File: config.mk
export PLATFORM = sky130hd
export DESIGN_NAME = cl_frame_tx
export DESIGN_NICKNAME = d
export VERILOG_FILES = /design/src/rtl/cl_frame_tx.sv
export SDC_FILE = /design/constraint.sdc
export NUM_CORES = 1
export LEC_CHECK = 0
export BUFFER_PORTS_ARGS = -buffer_cell sky130_fd_sc_hd__buf_4
export CAP_MARGIN = 10
export CORE_ASPECT_RATIO = 1.5
export CORE_MARGIN = 4
export CORE_UTILIZATION = 46
export CTS_BUF_LIST = sky130_fd_sc_hd__clkbuf_16
export CTS_CLUSTER_SIZE = 16
export DETAILED_ROUTE_END_ITERATION = 16
export PLACE_DENSITY_LB_ADDON = 0.1
export SYNTH_ARGS = -nofsm -noshare
export SYNTH_HDL_FRONTEND = slang
export SYNTH_SLANG_ARGS = --single-unit
File: constraint.sdc
create_clock -name sys_clk -period 3.6 [get_ports sys_clk]
set_clock_uncertainty 0.2 [all_clocks]
set_input_delay 0.72 -clock sys_clk [delete_from_list [all_inputs] [get_ports sys_clk]]
set_output_delay 0.72 -clock sys_clk [all_outputs]
set_load 0.01 [all_outputs]
File: src/rtl/cl_frame_tx.sv
// cl_frame_tx: Camera Link-style frame transmitter.
// Drains two-pixel beats from a valid/ready source and regenerates
// frame_valid / line_valid / pixel_vld timing around them.
//
// Handshake: a beat moves when s_valid & s_ready are both high on a
// rising sys_clk edge. s_ready depends only on the FSM state (high in
// LINE), never on s_valid. The source may drop s_valid at any time; a
// LINE cycle without s_valid is an underrun, and the line stretches
// until its last beat arrives.
module cl_frame_tx #(
    parameter int PIX_PER_BEAT = 2,
    parameter int FV_SETUP     = 2,
    parameter int H_BLANK      = 256,
    parameter int FV_HOLD      = 2,
    parameter int V_BLANK      = 256
) (
    input  logic        sys_clk,
    input  logic        sys_rst_n,
    input  logic        start,
    input  logic        continuous,
    input  logic [15:0] imageWidth,
    input  logic [15:0] imageHeight,
    input  logic [23:0] s_pixel,
    input  logic        s_valid,
    output logic        s_ready,
    output logic        frame_valid,
    output logic        line_valid,
    output logic        new_frame,
    output logic        pixel_vld,
    output logic [23:0] pixel,
    output logic        busy,
    output logic        frame_done,
    output logic        cfg_err,
    output logic        underrun,
    output logic [2:0]  dbg_state
);

    localparam logic [2:0] S_IDLE     = 3'd0;
    localparam logic [2:0] S_FV_SETUP = 3'd1;
    localparam logic [2:0] S_LINE     = 3'd2;
    localparam logic [2:0] S_HBLANK   = 3'd3;
    localparam logic [2:0] S_FV_HOLD  = 3'd4;
    localparam logic [2:0] S_VBLANK   = 3'd5;

    // Blank counter is wide enough for the longest hold interval.
    localparam int MAX_A = (FV_SETUP > H_BLANK) ? FV_SETUP : H_BLANK;
    localparam int MAX_B = (FV_HOLD > V_BLANK) ? FV_HOLD : V_BLANK;
    localparam int MAX_P = (MAX_A > MAX_B) ? MAX_A : MAX_B;
    localparam int CW    = $clog2(MAX_P) + 1;

    localparam logic [CW-1:0] L_FVS_LAST  = CW'(FV_SETUP - 1);
    localparam logic [CW-1:0] L_HBL_LAST  = CW'(H_BLANK - 1);
    localparam logic [CW-1:0] L_FVH_LAST  = CW'(FV_HOLD - 1);
    localparam logic [CW-1:0] L_VBL_LAST  = CW'(V_BLANK - 1);
    localparam logic [15:0]   L_PPB       = 16'(PIX_PER_BEAT);

    logic [2:0]    r_state;
    logic [CW-1:0] r_blank_cnt;
    logic [15:0]   r_col_cnt;
    logic [15:0]   r_line_cnt;
    logic [15:0]   r_width;
    logic [15:0]   r_height;

    logic          r_frame_valid;
    logic          r_line_valid;
    logic          r_new_frame;
    logic          r_pixel_vld;
    logic [23:0]   r_pixel;
    logic          r_frame_done;
    logic          r_cfg_err;
    logic          r_underrun;

    logic [2:0]    w_state_nxt;
    logic          w_geom_ok;
    logic          w_hs;
    logic          w_accept;
    logic          w_latch;
    logic          w_reject;
    logic          w_line_end;

    assign w_geom_ok  = (imageWidth != 16'd0) &&
                        ((imageWidth % L_PPB) == 16'd0) &&
                        (imageHeight != 16'd0);
    assign w_hs       = (r_state == S_LINE) && s_valid;
    assign w_line_end = w_hs && (r_col_cnt == (r_width - L_PPB));

    // Next-state decode; also flags frame starts and geometry rejects.
    always_comb begin
        w_state_nxt = r_state;
        w_accept    = 1'b0;
        w_latch     = 1'b0;
        w_reject    = 1'b0;
        case (r_state)
            S_IDLE: begin
                if (start) begin
                    if (w_geom_ok) begin
                        w_state_nxt = S_FV_SETUP;
                        w_accept    = 1'b1;
                        w_latch     = 1'b1;
                    end else begin
                        w_reject    = 1'b1;
                    end
                end
            end
            S_FV_SETUP: begin
                if (r_blank_cnt == L_FVS_LAST) w_state_nxt = S_LINE;
            end
            S_LINE: begin
                if (w_line_end) begin
                    w_state_nxt = (r_line_cnt == (r_height - 16'd1)) ? S_FV_HOLD : S_HBLANK;
                end
            end
            S_HBLANK: begin
                if (r_blank_cnt == L_HBL_LAST) w_state_nxt = S_LINE;
            end
            S_FV_HOLD: begin
                if (r_blank_cnt == L_FVH_LAST) w_state_nxt = S_VBLANK;
            end
            S_VBLANK: begin
                if (r_blank_cnt == L_VBL_LAST) begin
                    if (!continuous) begin
                        w_state_nxt = S_IDLE;
                    end else if (w_geom_ok) begin
                        w_state_nxt = S_FV_SETUP;
                        w_latch     = 1'b1;
                    end else begin
                        w_state_nxt = S_IDLE;
                        w_reject    = 1'b1;
                    end
                end
            end
            default: w_state_nxt = S_IDLE;
        endcase
    end

    // State register and blank counter; the counter restarts on every state change.
    always_ff @(posedge sys_clk or negedge sys_rst_n) begin
        if (!sys_rst_n) begin
            r_state     <= S_IDLE;
            r_blank_cnt <= '0;
        end else begin
            r_state <= w_state_nxt;
            if (w_state_nxt != r_state) begin
                r_blank_cnt <= '0;
            end else if (r_state != S_IDLE && r_state != S_LINE) begin
                r_blank_cnt <= r_blank_cnt + 1'b1;
            end
        end
    end

    // Geometry latch plus column/line position within the frame.
    always_ff @(posedge sys_clk or negedge sys_rst_n) begin
        if (!sys_rst_n) begin
            r_width    <= '0;
            r_height   <= '0;
            r_col_cnt  <= '0;
            r_line_cnt <= '0;
        end else if (w_latch) begin
            r_width    <= imageWidth;
            r_height   <= imageHeight;
            r_col_cnt  <= '0;
            r_line_cnt <= '0;
        end else if (w_hs) begin
            if (w_line_end) begin
                r_col_cnt  <= '0;
                r_line_cnt <= r_line_cnt + 16'd1;
            end else begin
                r_col_cnt  <= r_col_cnt + L_PPB;
            end
        end
    end

    // Registered video timing and data, one cycle behind the state/handshake.
    always_ff @(posedge sys_clk or negedge sys_rst_n) begin
        if (!sys_rst_n) begin
            r_frame_valid <= 1'b0;
            r_line_valid  <= 1'b0;
            r_new_frame   <= 1'b0;
            r_pixel_vld   <= 1'b0;
            r_pixel       <= '0;
            r_frame_done  <= 1'b0;
            r_cfg_err     <= 1'b0;
        end else begin
            r_frame_valid <= (r_state == S_FV_SETUP) || (r_state == S_LINE) ||
                             (r_state == S_HBLANK)   || (r_state == S_FV_HOLD);
            r_line_valid  <= (r_state == S_LINE);
            // First FV_SETUP cycle, so the pulse lines up with the rising frame_valid.
            r_new_frame   <= (r_state == S_FV_SETUP) && (r_blank_cnt == '0);
            r_pixel_vld   <= w_hs;
            if (w_hs) r_pixel <= s_pixel;
            r_frame_done  <= (r_state == S_VBLANK) && (r_blank_cnt == L_VBL_LAST);
            r_cfg_err     <= w_reject;
        end
    end

    // Sticky underrun flag, cleared when a start is accepted from IDLE.
    always_ff @(posedge sys_clk or negedge sys_rst_n) begin
        if (!sys_rst_n) begin
            r_underrun <= 1'b0;
        end else if (w_accept) begin
            r_underrun <= 1'b0;
        end else if ((r_state == S_LINE) && !s_valid) begin
            r_underrun <= 1'b1;
        end
    end

    assign s_ready     = (r_state == S_LINE);
    assign busy        = (r_state != S_IDLE);
    assign frame_valid = r_frame_valid;
    assign line_valid  = r_line_valid;
    assign new_frame   = r_new_frame;
    assign pixel_vld   = r_pixel_vld;
    assign pixel       = r_pixel;
    assign frame_done  = r_frame_done;
    assign cfg_err     = r_cfg_err;
    assign underrun    = r_underrun;
    assign dbg_state   = r_state;

endmodule

## After elaboration in Yosys (flattened, before gate mapping)

Cells that the tools add are included.

- Word-level logic and storage cells: 85
- Bits in writable memories: 0
- Bits in latches: 0
- Register bits after elaboration: 107
- Bits in read-only memories: 0
- Bits of input ports: 61
- Memories: 0

- Reductions and logical operators: 23
- Order comparisons: 0
- Bitwise logic cells: 0
- Add/subtract/negate cells: 5
- Shifts and indexed selects: 0
- Eq/ne operators: 11
- Multiplexer cells: 32
- Multiply operators: 0
- Div/mod/pow operators: 0

Operator list:

| operator | number |
|---|---|
| $mux W16 | 6 |
| $eq A16 B16 Y1 | 2 |
| $reduce_bool A16 Y1 | 2 |
| $mux W3 | 8 |
| $mux W9 | 2 |
| $pmux W3 S6 | 1 |
| $add A16 B1 Y16 const B | 1 |
| $add A16 B2 Y16 const B | 1 |
| $logic_not A16 Y1 | 1 |
| $sub A16 B1 Y16 const B | 1 |
| $sub A16 B2 Y16 const B | 1 |
| $mux W1 | 13 |
| $add A9 B1 Y9 const B | 1 |
| $eq A9 B1 Y1 const B | 1 |
| $eq A9 B8 Y1 const B | 1 |
| $logic_not A9 Y1 | 1 |
| $logic_and A1 B1 Y1 | 8 |
| $reduce_bool A2 Y1 | 4 |
| $eq A3 B2 Y1 const B | 2 |
| $eq A3 B3 Y1 const B | 2 |
| $pmux W1 S2 | 2 |
| $eq A3 B1 Y1 const B | 1 |
| $logic_not A3 Y1 | 1 |
| $logic_or A1 B1 Y1 | 3 |
| other kinds (5) | 5 |

## Longest topological paths before layout

Gate-level depths: netlist of run 1.

- Word-level depth: 9
- Depth in mapped cells: 12

## Least setup slack after synthesis of run 1

Ideal clock, no wire load.

- Path kind: register to register
- From: register r_width[4]
- To: register r_line_cnt[1]
- Path slack: 0.466 ns
- Clock period less this slack: 3.134 ns
- Stages on the path, launching flop included: 11
- Data required time: 3.268 ns
- Library setup time: 0.132 ns
- Path buffers: 3
- Arrival: 2.802 ns
- Path through: dfrtp_1 buf_2 or4_4 or3_1 or4bb_1 nand4_1 nor4b_4 buf_4 buf_4 mux2i_1 nor2_1

- Longest elaborated chain between the ends: 5

Ends and longest elaborated chain:

| what | line | source |
|---|---|---|
| from (decl) | 61 | `logic [15:0] r_width;` |
| from (signal assigned) | 159 | `r_width <= imageWidth;` |
| $sub A16 B2 Y16 | 85 | `assign w_line_end = w_hs && (r_col_cnt == (r_width - L_PPB));` |
| $eq A16 B16 Y1 | 85 |  |
| $logic_and A1 B1 Y1 | 85 |  |
| $reduce_bool A2 Y1 (no line) | -- |  |
| $reduce_and A2 Y1 (no line) | -- |  |
| to (signal assigned) | 166 | `r_line_cnt <= r_line_cnt + 16'd1;` |
| to (decl) | 60 | `logic [15:0] r_line_cnt;` |

No other way between the ends.
A chain may end at the register's enable or synchronous reset.

## Worst setup path in the final report of run 1

- From: register r_width[4]
- To: register r_blank_cnt[3]

- Longest elaborated chain between the ends: 7
- Elaborated cells between the ends (all ways): 8

Ends and longest elaborated chain:

| what | line | source |
|---|---|---|
| $sub A16 B2 Y16 * | 85 |  |
| $eq A16 B16 Y1 * | 85 |  |
| $logic_and A1 B1 Y1 * | 85 |  |
| $mux W3 * | 109 | `if (w_line_end) begin` |
| $pmux W3 S6 * | 93 | `case (r_state)` |
| $ne A3 B3 Y1 * | 143 | `if (w_state_nxt != r_state) begin` |
| $mux W9 or $reduce_bool A2 Y1 (tied branches) | -- |  |
| to (signal assigned) | 146 | `r_blank_cnt <= r_blank_cnt + 1'b1;` |
| to (decl) | 58 | `logic [CW-1:0] r_blank_cnt;` |

Every way passes the cells marked *; elsewhere a longest branch is shown, timed or not.

==> summary.txt, run 1 <==
Timing
  – Hold Vio Cnt, Final: 0
  – Fin Setup TNS: 0 ns
  – Fmax: 291.3 MHz
  – Final Max Slew Viols: 0
  – RSZ-0062 raised after global routing: false
  – Crit share post-route: 0.9536
  – Worst-Margin Slew: 0.7094 ns
  – Slew Limit Headroom: 0.5271
  – Crit path time final: 3.433 ns
  – Final Setup Violations: 0
  – Setup ws final: 0.1669 ns

Clocking
  – Post-CTS setup repair buffer count: 0
  – Clock Latency Late Sink: 0.35 ns
  – Root buf cell: clkbuf_16
  – H-Tree Depth: 3
  – CTS tree: done
  – Clock sinks: 106
  – CTS Hold Bufs: 0
  – Cts bufs inserted: 9
  – Clk pin slew, worst setup/hold paths: 0.08 ns
  – Clk buf depth: 2

Place
  – Post-DP HPWL: 10.60 mm
  – Pre-CTS WS: 0.1605 ns
  – Port Buffers: 96
  – RePlAce Congestion: 0.8706

Yosys
  – Mean Syn Cell Area: 9.221 µm²
  – Mapped Area: 5856 µm²
  – Synth async-reset ratio: 1.000
  – Main synth FF type: dfrtp_1
  – Net Count, Synth: 704
  – Synthesized instance count: 635
  – Yosys reg bits: 106
  – Yosys warnings: 0
  – Post-synthesis sequential area ratio: 0.4530
  – Post-synth EDFFs: 0
  – Netlist cell types: 59

Finish
  – Final #Nets: 796
  – Layout cell share with drive strength beyond 1: 0.2240
  – N_diodes: 0
  – Area Overhead vs Synth: 21.67%

Global route
  – Largest net degree at the start of global routing: 55
  – Vias in the first global route: 5069
  – All-Layer GR Usage: 0.2036
  – Initial antenna violation count: 0
  – Gr ovfl total: 0
  – First-pass GRT wire length: 24.48 mm

Floorplanning
  – Die H: 146.2 µm
  – Die area: 14640 µm²
  – Core area: 12450 µm²
  – Die Wd: 100.1 µm
  – Num ports: 97
  – Core Rows: 50
  – Initial core utilization: 0.4704

Run status
  – Status: completed

Min path
  – Hold WC Path Type: in2async

Job
  – Maxcap violations: 0

Power
  – Peak supply drop: 0.2501 mV
  – Pwr/cell area: 378.7 nW/µm²
  – Leakage power: 3.468 nW

Routing
  – Drt pass-1 iters: 4
  – Initial drt markers: 251
  – Vias: 4989
  – Final ANT Viol Nets: 0
  – DRC viols: 0
  – Routed vias/inst: 5.618
  – DR WL/cell: 16.22 µm
  – Detailed Route WL: 14.40 mm

Worst setup path
  – CP Capture Type: flip-flop
  – R2R setup slack: 0.17 ns
  – CP Max Fanout: 39
  – Startpoint Class: flip-flop
  – Worst EP arrival: 3.46 ns
  – RR Startpoint: r_width[4]
  – RR Endpoint: r_blank_cnt[3]
  – Worst setup path class: reg2reg
  – Req. time, crit path: 3.63 ns
  – Reg2Reg Depth: 9
-- state kept, by name, summed over array words and instances, names as in the netlist --
signal and count:
cfg_err 1, dbg_state 3, frame_done 1, frame_valid 1
line_valid 1, new_frame 1, pixel 24, pixel_vld 1
r_blank_cnt 9, r_col_cnt 15, r_height 16, r_line_cnt 16
r_width 16, underrun 1
-- cell usage after synthesis (all sizes together), types with 3 or more instances --
cell	n	area [µm²]
a211oi	4	30.03
a21oi	16	80.08
and2	5	31.28
and3	20	125.1
buf	5	32.53
clkbuf	24	90.09
dfrtp	106	2653
ha	8	100.1
inv	11	41.29
mux2	27	304.0
mux2i	4	40.04
nand2	106	397.9
nand2b	4	25.02
nand3	24	120.1
nand3b	12	90.09
nand4	11	68.82
nor2	59	224.0
nor2b	5	31.28
nor3	13	65.06
nor3b	3	22.52
nor4	20	131.4
nor4b	4	50.05
o21ai	32	160.2
o31ai	3	22.52
or2	4	25.02
or3	3	18.77
or4	8	63.81
xnor2	23	201.4
xor2	34	297.8
-- report_power, final --
part / switching (mW) / total, mW / internal, mW
Sequential: 0.0647 / 1.30 / 1.24
Clock: 0.474 / 1.10 / 0.624
Combinational: 0.148 / 0.296 / 0.148
Total: 0.686 / 2.70 / 2.01
-- metal layers --
metal	track usage	vias up	wire length [µm]
li1	-	2427	-
met1	0.2517	2411	5862
met2	0.3539	129	7544
met3	0.03633	22	692
met4	0.06878	0	299
met5	0	-	0
-- layout make-up --
class | count | area (µm²)
Timing Repair Buffer | 110 | 850.8
Fill cell | 1110 | 5325
Multi-Input combinational cell | 488 | 3048
Inverter | 12 | 45.04
Clock buffer | 9 | 225.2
Sequential cell | 106 | 2653
Tap cell | 156 | 195.2
Clock inverter | 7 | 107.6
-- critical path, stage by stage (launching register included) --
cell	delay, ns
dfrtp_1	0.48
or4_4	0.58
or3_1	0.42
or4bb_1	0.52
nand4_1	0.16
nor4b_4	0.27
buf_12	0.24
o21ai_0	0.16
xor2_1	0.21
nor2_1	0.06
-- stage by stage --
stage          power, mW  utilization  instance area, µm²  instances  hold WS [ns]
3_5_place_dp       1.627       0.5451                6787        872        0.2635
4_1_cts            2.736       0.5719                7119        888        0.2423
5_1_grt            2.828       0.5723                7124        888        0.2597
3_3_place_gp       1.620       0.5451                6787        872        0.2599
6_report           2.698       0.5723                7124        888        0.2117
2_1_floorplan      1.459            -                5856        635        0.2244
-- what timing repair did --
item | CTS | global route
endpoints found under the setup margin | 0 | 30
gates resized for setup | 0 | 1
hold endpoints to repair | 0 | 0
-- cell families after synthesis --
kind of cell	count (synthesis)	synth area share
flip-flops	106	0.4530
XOR/XNOR	57	0.08526
adder cells (fa/ha/maj)	8	0.01709
buffers and inverters	41	0.02863
AO/OA/AOI/OAI	85	0.09295
multiplexers	31	0.05876
AND/OR/NAND/NOR	307	0.2643
-- cells in the final DEF (no fill, tap or decap), types with 3 or more instances in the layout --
| cell | Yosys | routed |
|---|---|---|
| and3_1 | 20 | 20 |
| nor2_1 | 58 | 57 |
| o31ai_1 | 3 | 3 |
| ha_1 | 8 | 8 |
| nor4b_1 | 3 | 3 |
| nand2_1 | 106 | 106 |
| mux2_2 | 27 | 27 |
| dfrtp_1 | 106 | 106 |
| xnor2_1 | 23 | 23 |
| a211oi_1 | 4 | 4 |
| nand4_1 | 11 | 11 |
| inv_1 | 11 | 11 |
| or4_1 | 7 | 7 |
| a21oi_1 | 16 | 16 |
| nor2b_1 | 5 | 5 |
| nor4_1 | 19 | 19 |
| nor3_1 | 13 | 13 |
| nand3b_1 | 12 | 12 |
| and2_1 | 5 | 5 |
| or3_1 | 3 | 3 |
| buf_4 | 3 | 108 |
| clkbuf_16 | 0 | 9 |
| mux2i_1 | 4 | 4 |
| or2_2 | 4 | 4 |
| xor2_1 | 34 | 34 |
| o21ai_0 | 32 | 32 |
| nand2b_1 | 4 | 4 |
| nand3_1 | 24 | 24 |
-- worst max-delay path by stage --
stage	start	endpoint	slack [ns]	depth (start not counted)
after CTS	r_width[1]	r_blank_cnt[3]	0.10	11
final	r_width[4]	r_blank_cnt[3]	0.17	9
after floorplan	r_width[4]	r_line_cnt[1]	0.47	10
after detailed placement	r_width[1]	r_blank_cnt[5]	0.16	11
after global routing	r_width[1]	r_blank_cnt[5]	0.02	11
after global placement	r_width[1]	r_blank_cnt[5]	0.30	11
No activity file was read; power rests on OpenSTA's default activity.
==> inputs of run 2 (changes only) <==
clock period = 3.65 ns   (was 3.6 ns; I/O delays follow)
==> run 2 against run 1 <==
  * Utilization shrank 0.54 points
  * Final area is 0.95% lower
  * Power down 7.4%
  * Cell count stayed put
  * Non-clock buffer count stayed put
  * Hold slack improved by 0.065 ns
  * Largest power group unchanged
==> summary.txt, run 2 (synthesis results as in run 1) <==
Routing
  – Final ANT Viol Nets: 0
  – Drt pass-1 iters: 4
  – Vias: 4992
  – Initial drt markers: 209
  – Routed vias/inst: 5.622
  – DR WL/cell: 16.22 µm
  – DRC viols: 0
  – Detailed Route WL: 14.40 mm

Clocking
  – Clk pin slew, worst setup/hold paths: 0.07 ns
  – CTS tree: done
  – Cts bufs inserted: 9
  – Clk buf depth: 2
  – Root buf cell: clkbuf_16
  – H-Tree Depth: 3
  – CTS Hold Bufs: 0
  – Clock sinks: 106
  – Clock Latency Late Sink: 0.35 ns
  – Post-CTS setup repair buffer count: 0

Timing
  – Slew Limit Headroom: 0.2822
  – Crit share post-route: 0.9245
  – Worst hold slack: 0.2771 ns
  – Worst-Margin Slew: 1.077 ns
  – RSZ-0062 raised after global routing: false
  – Fin Setup TNS: 0 ns
  – Fmax: 296.3 MHz
  – Hold Vio Cnt, Final: 0
  – Final Setup Violations: 0
  – Final Max Slew Viols: 0
  – Crit path time final: 3.374 ns

Place
  – Port Buffers: 96
  – RePlAce Congestion: 0.8995
  – Post-DP HPWL: 10.55 mm

Floorplanning
  – Die area: 14640 µm²
  – Core area: 12450 µm²
  – Num ports: 97
  – Die H: 146.2 µm
  – Core Rows: 50
  – Die Wd: 100.1 µm
  – Initial core utilization: 0.4704

Finish
  – Area of the multi-input gates: 3048 µm²
  – Number of flip-flops under the largest register name: 24
  – Commonest non-fill, non-tap cells in the layout: buf_4, nand2_1, dfrtp_1
  – Layout cell share with drive strength beyond 1: 0.2240
  – Commonest non-fill, non-tap cell in the layout: buf_4
  – Fillers: 1137
  – Final #Nets: 796
  – Sequential Area: 2653 µm²
  – N_diodes: 0
  – Final core occ: 0.5668
  – Area Overhead vs Synth: 20.51%

Global route
  – Met2 Usage GRT: 0.3423
  – Vias in the first global route: 4947
  – Gr ovfl total: 0
  – First-pass GRT wire length: 23.88 mm
  – Largest net degree at the start of global routing: 84
  – Met1 Usage GRT: 0.2459
  – Busiest grt layer: met2
  – Met3 GRT Util: 0.03776
  – Initial antenna violation count: 0
  – All-Layer GR Usage: 0.1998

Run status
  – Status: completed

Worst setup path
  – Worst setup path class: reg2reg
  – Largest stage delay, worst path: 0.59 ns
  – CP Max Fanout: 39
  – RR Endpoint: r_blank_cnt[2]
  – Worst path slowest cell: or4_4
  – Buffering stage count on the worst path with inverters included: 1
  – RR Startpoint: r_width[4]
  – Reg2Reg Depth: 9
  – Critical path, cell by cell: or4_4, or3_1, or4_1, nand4_1, nor4b_4, buf_12, o21ai_0, nand2_1, nor2_1
  – CP Capture Type: flip-flop
  – Worst EP arrival: 3.40 ns
  – Req. time, crit path: 3.68 ns
  – Kind of cell adding the most delay to the critical path: simple AND/OR/NAND/NOR gates
  – Startpoint Class: flip-flop
  – R2R setup slack: 0.28 ns

Min path
  – Hold Path Stages: 2
  – Hold path start: pixel[2]
  – Hold path endpoint: pixel[2]
  – Hold WC Path Type: reg2reg

Power
  – Pwr/cell area: 353.9 nW/µm²
  – Peak supply drop: 0.2326 mV
  – Leakage power: 3.434 nW

Job
  – Maxcap violations: 0
==> run 2: changes by cell type in the layout (fill, tap and decap cells not counted), sizes merged <==
cell      previous run  this run
bufinv               2         0
clkinv               2         3
clkinvlp             1         3
inv                 14        13
==> run 2: repair_timing <==
item | in CTS | in global routing
setup endpoints to repair | 0 | 5
endpoints found under the hold margin | 0 | 0
resized for setup | 0 | 1
==> run 2: worst max-delay path by stage <==
stage	from	end	slack [ns]	cells past startpoint
after detailed placement	r_width[1]	r_blank_cnt[5]	0.25	11
after CTS	r_width[1]	r_blank_cnt[2]	0.24	11
final	r_width[4]	r_blank_cnt[2]	0.28	9
after global placement	r_width[4]	r_blank_cnt[2]	0.35	9
after floorplan	r_width[4]	r_line_cnt[1]	0.52	10
after global routing	r_width[1]	r_blank_cnt[6]	0.08	11
==> run 2: per-stage QoR <==
step	power [mW]	worst slack, ns	instances	instance area, µm²
after floorplan	1.439	0.5158	635	5856
after global placement	1.596	0.3461	872	6774
after detailed placement	1.607	0.2469	872	6774
after CTS	2.529	0.2382	888	7052
after global routing	2.634	0.07666	888	7057
final	2.498	0.2755	888	7057
==> run 2: power breakdown <==
group / switching [mW] / total, mW / internal [mW]
registers: 0.0658 / 1.29 / 1.22
clock network: 0.447 / 0.915 / 0.468
logic: 0.149 / 0.294 / 0.145
total: 0.662 / 2.50 / 1.84
==> run 2: per-layer routing <==
layer / part of all wire / wire length, µm
met1: 0.42 / 6028
met2: 0.51 / 7345
met3: 0.041 / 591
met4: 0.030 / 436
met5: 0 / 0
==> run 2: cell type report <==
class,count,share of cell area
clock buffer,9,0.03191
inverter,12,0.006383
tap,156,0.02766
timing repair buffer,110,0.1188
multi-input combinational,488,0.4319
clock inverter,7,0.007447
sequential,106,0.3759
==> run 2: tightest hold or removal path, cell delays in order, from the launching register on <==
cell and delay [ns]:
dfrtp_1 0.35, nand2_1 0.05, nand2_1 0.05
==> inputs of run 3 (changes only) <==
PLACE_DENSITY = 0.71   (was unset)
PLACE_DENSITY_LB_ADDON = unset   (was 0.1)
==> run 3 against run 2 <==
  * Sequential power about the same
  * Clock-buffer cell count unchanged
  * Final area down 0.46%
  * Register-to-register slack worse by 0.04 ns
  * Clock power about the same
  * Non-clock buffer count down 4
  * Hold slack worse by 0.072 ns
  * Power about the same
  * Maximum frequency down 1.1%
  * Flip-flop and latch count unchanged
  * Highest routed layer unchanged
==> summary.txt, run 3 (synthesis results as in run 1) <==
Floorplanning
  – Initial core utilization: 0.4704
  – Die H: 146.2 µm
  – Die Wd: 100.1 µm
  – Die area: 14640 µm²
  – Core Rows: 50
  – Num ports: 97
  – Core area: 12450 µm²

Timing
  – Slew Limit Headroom: 0.5783
  – RSZ-0062 raised after global routing: false
  – Hold Vio Cnt, Final: 0
  – Final Max Slew Viols: 0
  – Setup ws final: 0.2390 ns
  – Final Setup Violations: 0
  – Crit share post-route: 0.9345
  – Crit path time final: 3.411 ns
  – Worst-Margin Slew: 0.6326 ns
  – Fin Setup TNS: 0 ns
  – Fmax: 293.2 MHz

Worst setup path
  – CP Capture Type: flip-flop
  – CP Max Fanout: 39
  – RR Endpoint: r_blank_cnt[4]
  – Startpoint Class: flip-flop
  – RR Startpoint: r_width[4]
  – Crit path to: r_blank_cnt[4]
  – Critical Path Source: r_width[4]
  – R2R setup slack: 0.24 ns
  – Worst setup path class: reg2reg
  – Worst EP arrival: 3.43 ns
  – Reg2Reg Depth: 9
  – Req. time, crit path: 3.67 ns

Routing
  – Met1 wire length: 5.944 mm
  – DR WL/cell: 16.39 µm
  – Length of routed met3 wiring: 608 µm
  – Top routing layer used: met4
  – Wire length on met2: 7.624 mm
  – Routed vias/inst: 5.596
  – DRC viols: 0
  – Detailed Route WL: 14.49 mm
  – Initial drt markers: 267
  – Vias: 4947
  – Final ANT Viol Nets: 0
  – Drt pass-1 iters: 4

Clocking
  – Clock sinks: 106
  – CTS Hold Bufs: 0
  – Root buf cell: clkbuf_16
  – H-Tree Depth: 3
  – Clk buf depth: 2
  – CTS tree: done
  – Clk pin slew, worst setup/hold paths: 0.08 ns
  – Post-CTS setup repair buffer count: 0
  – Cts bufs inserted: 9
  – Post_cts resized: 0
  – Clock Latency Late Sink: 0.35 ns

Job
  – Maxcap violations: 0

Place
  – Post-DP HPWL: 10.79 mm
  – RePlAce Congestion: 0.8799
  – Placed inst area: 6744 µm²
  – Port Buffers: 96
  – Pre-CTS WS: 0.2129 ns

Power
  – Peak supply drop: 0.1854 mV
  – Pwr/cell area: 355.4 nW/µm²
  – Leakage power: 3.414 nW

Global route
  – First-pass GRT wire length: 24.29 mm
  – Largest net degree at the start of global routing: 50
  – Vias in the first global route: 5199
  – Gr ovfl total: 0
  – All-Layer GR Usage: 0.2022
  – Initial antenna violation count: 0

Finish
  – Number of flip-flops under the largest register name: 24
  – Fillers: 1124
  – Area Overhead vs Synth: 19.96%
  – Commonest non-fill, non-tap cells in the layout: nand2_1, dfrtp_1, buf_4
  – N_diodes: 0
  – Final #Nets: 792
  – Fin area: 7024 µm²
  – Final core occ: 0.5642
  – Layout cell share with drive strength beyond 1: 0.2170

Min path
  – Hold WC Path Type: in2async

Run status
  – Status: completed
run 3: cell count changes in the layout (fill, tap and decap cells not counted), sizes merged:
cell	delta
inv	+1
clkinvlp	-2
buf	-4
clkinv	+1
run 3: layout make-up:
cell class	instances	area (µm²)	area share
Inverter	12	45.04	0.006413
Tap cell	156	195.2	0.02779
Clock inverter	7	50.05	0.007125
Timing Repair Buffer	106	808.3	0.1151
Multi-Input combinational cell	488	3048	0.4339
Clock buffer	9	225.2	0.03206
Sequential cell	106	2653	0.3776
run 3: through the flow:
step           instances  hold slack [ns]  power, mW
6_report             884           0.2050      2.497
5_1_grt              884           0.2546      2.616
2_1_floorplan        635           0.2344      1.439
4_1_cts              884           0.2198      2.516
3_3_place_gp         868           0.2618      1.594
3_5_place_dp         868           0.2630      1.605
run 3: routing by layer:
layer / vias to the layer above / global-route usage
li1: 2408 / -
met1: 2410 / 0.2449
met2: 110 / 0.3552
met5: - / 0
met3: 19 / 0.03394
met4: 0 / 0.07417
run 3: power by group:
group,total (mW),leakage [nW],switching [mW],internal (mW)
Sequential,1.29,1.38,0.0621,1.22
Clock,0.916,0.132,0.449,0.467
Combinational,0.295,1.90,0.149,0.146
Total,2.50,3.41,0.660,1.84
run 3: worst min path at each step:
stage                         start    endpoint  slack, ns
after global routing      sys_rst_n  r_width[1]       0.25
after floorplan           sys_rst_n     cfg_err       0.23
after global placement     pixel[3]    pixel[3]       0.26
after CTS                 sys_rst_n  r_width[1]       0.22
after detailed placement   pixel[8]    pixel[8]       0.26
final                     sys_rst_n  r_width[1]       0.20
run 3: critical path, cell delays in order, from the launching register on:
cell     delay (ns)
dfrtp_1        0.49
or4_4          0.59
or3_1          0.43
or4bb_1        0.53
nand4_1        0.14
nor4b_4        0.26
buf_12         0.24
o21ai_0        0.11
nand2_1        0.22
nor2_1         0.08
